`src/rtl/prefetch_pkg.sv`:
```
// prefetch_pkg
//   Shared definitions for the instruction prefetcher:
//     - state_t        : RUN / DRAIN state encoding
//     - INSTR_BYTES    : size of one instruction word in bytes
//     - PC_ALIGN_BITS  : number of low pc bits that are always zero
//     - PC_ALIGN_MASK  : mask of those low bits (cleared on redirect)
package prefetch_pkg;

    typedef enum logic {
        ST_RUN   = 1'b0,
        ST_DRAIN = 1'b1
    } state_t;

    localparam int INSTR_BYTES   = 4;
    localparam int PC_ALIGN_BITS = 2;
    localparam logic [PC_ALIGN_BITS-1:0] PC_ALIGN_MASK = '1;

endpackage

```
`src/rtl/credit_counter.sv`:
```
// credit_counter
//   Tracks reads that still hold FIFO credit (in_flight) and stale reads
//   that must be discarded after a redirect (drop_cnt).
//   A read holds its credit from grant until its word is written to the
//   FIFO, or until it returns as a stale response.
// Ports:
//   clk, rst_n    clock, async active-low reset
//   issue         request granted this cycle
//   write         FIFO write strobe active this cycle
//   stale         a response is discarded this cycle
//   redirect      redirect strobe; reloads drop_cnt
//   space         free FIFO entries
//   credit_ok     a new read may be issued
//   drop_nxt_nz   drop_cnt will be non-zero next cycle
module credit_counter #(
    parameter int MAX_OUT = 2,
    parameter int SPACE_W = 3,
    parameter int CW      = $clog2(MAX_OUT + 1)
) (
    input  logic               clk,
    input  logic               rst_n,
    input  logic               issue,
    input  logic               write,
    input  logic               stale,
    input  logic               redirect,
    input  logic [SPACE_W-1:0] space,
    output logic               credit_ok,
    output logic               drop_nxt_nz
);

    logic [CW-1:0] in_flight;
    logic [CW-1:0] in_flight_nxt;
    logic [CW-1:0] drop_cnt;
    logic [CW-1:0] drop_nxt;

    always_comb begin
        in_flight_nxt = in_flight + CW'(issue) - CW'(write) - CW'(stale);
        drop_nxt      = drop_cnt;
        // Everything still outstanding after a redirect cycle is stale.
        if (redirect) begin
            drop_nxt = in_flight_nxt;
        end else if (stale) begin
            drop_nxt = drop_cnt - CW'(1);
        end
    end

    assign drop_nxt_nz = (drop_nxt != '0);
    assign credit_ok   = (32'(in_flight) < 32'(MAX_OUT)) &&
                         (32'(in_flight) < 32'(space));

    always_ff @(posedge clk or negedge rst_n) begin
        if (!rst_n) begin
            in_flight <= '0;
            drop_cnt  <= '0;
        end else begin
            in_flight <= in_flight_nxt;
            drop_cnt  <= drop_nxt;
        end
    end

    a_in_flight_no_underflow : assert property (@(posedge clk) disable iff (!rst_n)
        (32'(in_flight) + 32'(issue)) >= (32'(write) + 32'(stale)));

    a_drop_no_underflow : assert property (@(posedge clk) disable iff (!rst_n)
        (stale && !redirect) |-> (drop_cnt != '0));

endmodule

```
`src/rtl/instr_prefetch.sv`:
```
// instr_prefetch
//   Issues sequential instruction reads and pushes returned words into the
//   downstream instruction FIFO. Outstanding reads are limited by the FIFO
//   free space; a redirect flushes the FIFO and discards stale responses.
//   Optional macro PREFETCH_PC_TAG_EN: a becomes {pc_of_word, instruction}
//   and a small tag queue remembers the pc of each outstanding read.
// Ports:
//   clk, rst_n              clock, async active-low reset
//   en                      fetch enable (gates new issues only)
//   redirect, redirect_pc   one-cycle redirect and its target
//   space                   free FIFO entries
//   mem_req, mem_addr       read request / address (pc register)
//   mem_gnt                 request accepted
//   mem_rvalid, mem_rdata   in-order read response
//   a, we                   registered FIFO write data / strobe
//   flush                   registered one-cycle FIFO clear
//
// state    | meaning
// ---------+----------------------------------------------------------
// ST_RUN   | issuing reads, writing returned words to the FIFO
// ST_DRAIN | waiting for stale responses after a redirect, no issue
module instr_prefetch
    import prefetch_pkg::*;
#(
    parameter int           N        = 32,
    parameter logic [N-1:0] RESET_PC = '0,
    parameter int           MAX_OUT  = 2,
    parameter int           SPACE_W  = 3
) (
    input  logic               clk,
    input  logic               rst_n,
    input  logic               en,
    input  logic               redirect,
    input  logic [N-1:0]       redirect_pc,
    input  logic [SPACE_W-1:0] space,
    output logic               mem_req,
    output logic [N-1:0]       mem_addr,
    input  logic               mem_gnt,
    input  logic               mem_rvalid,
    input  logic [N-1:0]       mem_rdata,
`ifdef PREFETCH_PC_TAG_EN
    output logic [2*N-1:0]     a,
`else
    output logic [N-1:0]       a,
`endif
    output logic               we,
    output logic               flush
);

    localparam int CW = $clog2(MAX_OUT + 1);

    state_t       state;
    state_t       state_nxt;
    logic [N-1:0] pc;
    logic         credit_ok;
    logic         drop_nxt_nz;
    logic         issue;
    logic         stale;
    logic         accept;

    // rst_n keeps the request quiet while the block is held in reset.
    always_comb begin
        mem_req   = 1'b0;
        state_nxt = state;
        if (rst_n && (state == ST_RUN) && en && !redirect && credit_ok) begin
            mem_req = 1'b1;
        end
        if (redirect || (state == ST_DRAIN)) begin
            state_nxt = drop_nxt_nz ? ST_DRAIN : ST_RUN;
        end
    end

    assign issue    = mem_req & mem_gnt;
    // A response arriving in the redirect cycle already belongs to the old path.
    assign stale    = mem_rvalid & (redirect | (state == ST_DRAIN));
    assign accept   = mem_rvalid & ~stale;
    assign mem_addr = pc;

    credit_counter #(
        .MAX_OUT (MAX_OUT),
        .SPACE_W (SPACE_W),
        .CW      (CW)
    ) u_credit (
        .clk         (clk),
        .rst_n       (rst_n),
        .issue       (issue),
        .write       (we),
        .stale       (stale),
        .redirect    (redirect),
        .space       (space),
        .credit_ok   (credit_ok),
        .drop_nxt_nz (drop_nxt_nz)
    );

`ifdef PREFETCH_PC_TAG_EN
    localparam int IW = (MAX_OUT > 1) ? $clog2(MAX_OUT) : 1;

    logic [N-1:0]  tag_q [MAX_OUT];
    logic [IW-1:0] tag_wp;
    logic [IW-1:0] tag_rp;
    logic [N-1:0]  word_pc;

    function automatic logic [IW-1:0] ptr_inc(input logic [IW-1:0] p);
        return (p == IW'(MAX_OUT - 1)) ? '0 : p + IW'(1);
    endfunction

    always_ff @(posedge clk) begin
        if (issue) begin
            tag_q[tag_wp] <= pc;
        end
    end

    // Stale responses pop too, so the queue stays aligned with the memory.
    always_ff @(posedge clk or negedge rst_n) begin
        if (!rst_n) begin
            tag_wp <= '0;
            tag_rp <= '0;
        end else begin
            if (issue) begin
                tag_wp <= ptr_inc(tag_wp);
            end
            if (mem_rvalid) begin
                tag_rp <= ptr_inc(tag_rp);
            end
        end
    end

    assign word_pc = tag_q[tag_rp];
`endif

    always_ff @(posedge clk or negedge rst_n) begin
        if (!rst_n) begin
            state <= ST_RUN;
            pc    <= RESET_PC;
            we    <= 1'b0;
            flush <= 1'b0;
            a     <= '0;
        end else begin
            state <= state_nxt;
            flush <= redirect;
            we    <= accept;
            if (redirect) begin
                pc <= redirect_pc & ~N'(PC_ALIGN_MASK);
            end else if (issue) begin
                pc <= pc + N'(INSTR_BYTES);
            end
            if (accept) begin
`ifdef PREFETCH_PC_TAG_EN
                a <= {word_pc, mem_rdata};
`else
                a <= mem_rdata;
`endif
            end
        end
    end

endmodule

```
`config.mk`:
```
export PLATFORM = sky130hd
export DESIGN_NAME = instr_prefetch
export DESIGN_NICKNAME = d
export VERILOG_FILES = /design/src/rtl/prefetch_pkg.sv /design/src/rtl/credit_counter.sv /design/src/rtl/instr_prefetch.sv
export SDC_FILE = /design/constraint.sdc
export NUM_CORES = 1
export LEC_CHECK = 0
export CORE_MARGIN = 4
export CORE_UTILIZATION = 46
export CTS_BUF_LIST = sky130_fd_sc_hd__clkbuf_8 sky130_fd_sc_hd__clkbuf_16
export CTS_CLUSTER_DIAMETER = 150
export DETAILED_ROUTE_END_ITERATION = 10
export GPL_TIMING_DRIVEN = 0
export HOLD_SLACK_MARGIN = 0.15
export PLACE_DENSITY = 0.82
export SKIP_CTS_REPAIR_TIMING = 1
export SLEW_MARGIN = 10
export SYNTH_ARGS = -nofsm -noshare
export SYNTH_HDL_FRONTEND = slang
export SYNTH_HIERARCHICAL = 1
export SYNTH_SLANG_ARGS = --single-unit
```
`constraint.sdc`:
```
create_clock -name clk -period 8.3 [get_ports clk]
set_input_delay 1.245 -clock clk [delete_from_list [all_inputs] [get_ports clk]]
set_output_delay 1.245 -clock clk [all_outputs]
set_load 0.05 [all_outputs]
```
==> results.yml <==
synth:
  synthSimpleGateAreaFrac_pct: 16.92
  yosysTopAreaCellShare_pct: 51.53
  yosys_warnings: 6
  ys_ff_latch: 69
  async_flop_share_pct: 100.0
  yosysTopAreaCell: "dfrtp_1"
  synth_xor_area_share_pct: 3.137
  synth_fa_ha_area_share_pct: 1.718
  synthDistinctLibCells: 49
  synthFlopType: "dfrtp_1"
  synth-compound-area-share_pct: 11.28
  syn_inst: 315
  synth_edf_count: 0
  ys_top_cells_by_area: "dfrtp_1 (52%), mux2_2 (11%), nand2_1 (4.1%), nand3_1 (2.5%), o211ai_1 (2.0%)"
  synth.most_common_cell: "dfrtp_1"
  synth_area_per_cell_um2: 10.64
  yosys-top-cells-count: "dfrtp_1 (69), nand2_1 (37), mux2_2 (32)"
  synth_top_family_by_area: "simple AND/OR/NAND/NOR gates"
  syn-cell-area_um2: 3351
  muxShareOfSynthArea_pct: 11.80
  yosysSeqAreaShare_pct: 51.53
status:
  status: "finished, final reports clean"
global_routing:
  antenna_found_initial: 0
  grt_pass1_wl_um: 15370
  grtUsageTotal_pct: 22.98
  grt-ovfl-total: 0
  grt_max_degree: 58
  grt_pass1_vias: 3182
critical_path:
  crit_type: "input port to primary output"
  endpoint_kind: "primary output"
  cp_slowest_stage_delay_ps: 740
  critical_path_arrival_ps: 3660
  required_ps: 7050
  regToRegStartpoint: "u_credit/in_flight[1]$_DFF_PN0_"
  cp_max_fo: 10
  crit_slowest_cell: "clkdlybuf4s50_1"
  rrSetupSlack_ps: 5150
  rr_endpoint: "state$_DFFE_PN0P_"
  crit_path_start_kind: "input port"
  startpoint: "redirect"
  cp_cell_sequence: "clkdlybuf4s50_1, clkbuf_1, buf_1, nor3_1, clkdlybuf4s50_1"
  crit_top_cell: "clkdlybuf4s50_1"
  rr_worst_depth: 14
worst_hold_path:
  min_to: "a[4]$_DFFE_PN0P_"
  hold_depth: 1
  hp-start: "a[4]$_DFFE_PN0P_"
  min_path_type: "flop to flop"
final_layout:
  syn_to_final_growth_pct: 51.46
  fin_util_pct: 73.08
  layout.cells.non_filler: 564
  diodes: 0
  drive_gt1_share_pct: 13.89
  fin_nets: 540
placed_design:
  io_buffers: 135
  hpwl_um: 7191
  gp_congestion: 0.8756
  dp.cells: 548
drt:
  wl_um: 9667
  ant_nets: 0
  wl_per_cell_um: 17.14
  via_per_inst: 5.477
  vias: 3089
  drtIter0Drc: 140
  drtPass1Iterations: 5
  post-route-drc-count: 0
floorplan:
  ios: 140
  die_h_um: 93.35
  start_util_pct: 48.25
  fp-row-count: 30
  die_w_um: 93.35
  core_area_um2: 6944
  dieArea_um2: 8713
power_and_ir_drop:
  p_per_area_nw_per_um2: 315.5
  leakagePower_nw: 2.044
  peakVddDrop_mv: 0.2440
timing:
  hold_viol_final: 0
  min_period_ps: 4901
  maxSlewHeadroom_pct: 41.45
  post-route-period-util_pct: 59.04
  timing.fmax_ghz: 0.2041
  fin_skew_ps: 9.757
  worstMarginPinSlew_ps: 870.2
  whs_ps: 512.6
  finalSetupTns_ps: 0
  drv_slew: 0
  rsz0062_at_grt: "no"
  report.final.setup_viol: 0
clock_network:
  clkSinkCount: 69
  cts_buffers: 9
  worstSkewPairLatency_ps: 350
  root_buffer: "clkbuf_8"
  h-tree-depth: 3
  cts.path.max_buffers: 2
  path_clk_slew_ps: 70
  cts_tree: "yes"
flow_run:
  cap_viol_max_count: 0
[sequential cells by signal, indices dropped and copies added, names as in the netlist]
| register | flops |
|---|---|
| we | 1 |
| flush | 1 |
| u_credit/drop_cnt | 2 |
| mem_addr | 30 |
| a | 32 |
| u_credit/in_flight | 2 |
| state | 1 |
[cells by family (layout without fill, tap and decap cells)]
family          after synthesis  count (layout)
other cells                   1               2
flops                        69              69
simple gates                110             110
compound gates               57              57
mux                          35              35
xor+xnor                     12              12
buf+inv                      27             179
fa+ha+maj                     4               4
[stage by stage]
step / power [mW] / cell area (µm²) / setup slack (ps)
floorplan: 1.012 / 3354 / 4126
global placement: 1.281 / 4826 / 1371
detailed placement: 1.300 / 4851 / 3335
CTS: 1.613 / 5075 / 3332
global route: 1.676 / 5075 / 3231
finish: 1.601 / 5075 / 3399
[how the worst max path moves through the flow]
| stage | to | cells past startpoint | slack [ps] |
|---|---|---|---|
| after floorplan | mem_req | 6 | 4130 |
| after global routing | mem_req | 5 | 3230 |
| after detailed placement | mem_req | 5 | 3340 |
| after CTS | mem_req | 5 | 3330 |
| after global placement | mem_req | 4 | 1370 |
| final | mem_req | 5 | 3400 |
[layout by cell type, fill, tap and decap left out, drive strengths merged, types with 7 or more instances in the layout]
| cell | count |
|---|---|
| buf | 10 |
| clkbuf | 17 |
| clkdlybuf4s50 | 134 |
| dfrtp | 69 |
| inv | 12 |
| mux2 | 33 |
| nand2 | 37 |
| nand3 | 18 |
| nand4 | 10 |
| nor2 | 15 |
| nor3 | 8 |
| o211ai | 9 |
| o21ai | 22 |
| xnor2 | 7 |
[critical path, delay by kind of cell]
| family | cells | cell delay (ps) |
|---|---|---|
| buffers and inverters | 4 | 2270 |
| AND/OR/NAND/NOR | 1 | 130 |
[area by class of cell]
class                   instances  area (µm²)
well taps                      96       120.1
fillers                       489        1869
repair buffers                136        1376
flip-flops and latches         69        1727
clock inverters                 6       86.33
multi-input cells             220        1510
inverters                      12       45.04
plain buffers                  15       72.57
clock buffers                  10       137.6
[power breakdown]
part	switching (mW)	total [mW]	leakage (nW)	internal, mW
combinational	0.480	0.776	1.10	0.296
sequential	0.0717	0.515	0.828	0.444
clock	0.133	0.310	0.112	0.177
[routing by layer]
| metal | wire length (µm) | vias up | GRT usage (%) |
|---|---|---|---|
| met2 | 4711 | 181 | 37.94 |
| met3 | 1258 | 23 | 10.78 |
| met5 | 0 | - | 0 |
| met1 | 3463 | 1456 | 25.46 |
| li1 | - | 1429 | - |
| met4 | 233 | 0 | 9.402 |
Note: power is estimated with default switching activity, not from simulation.
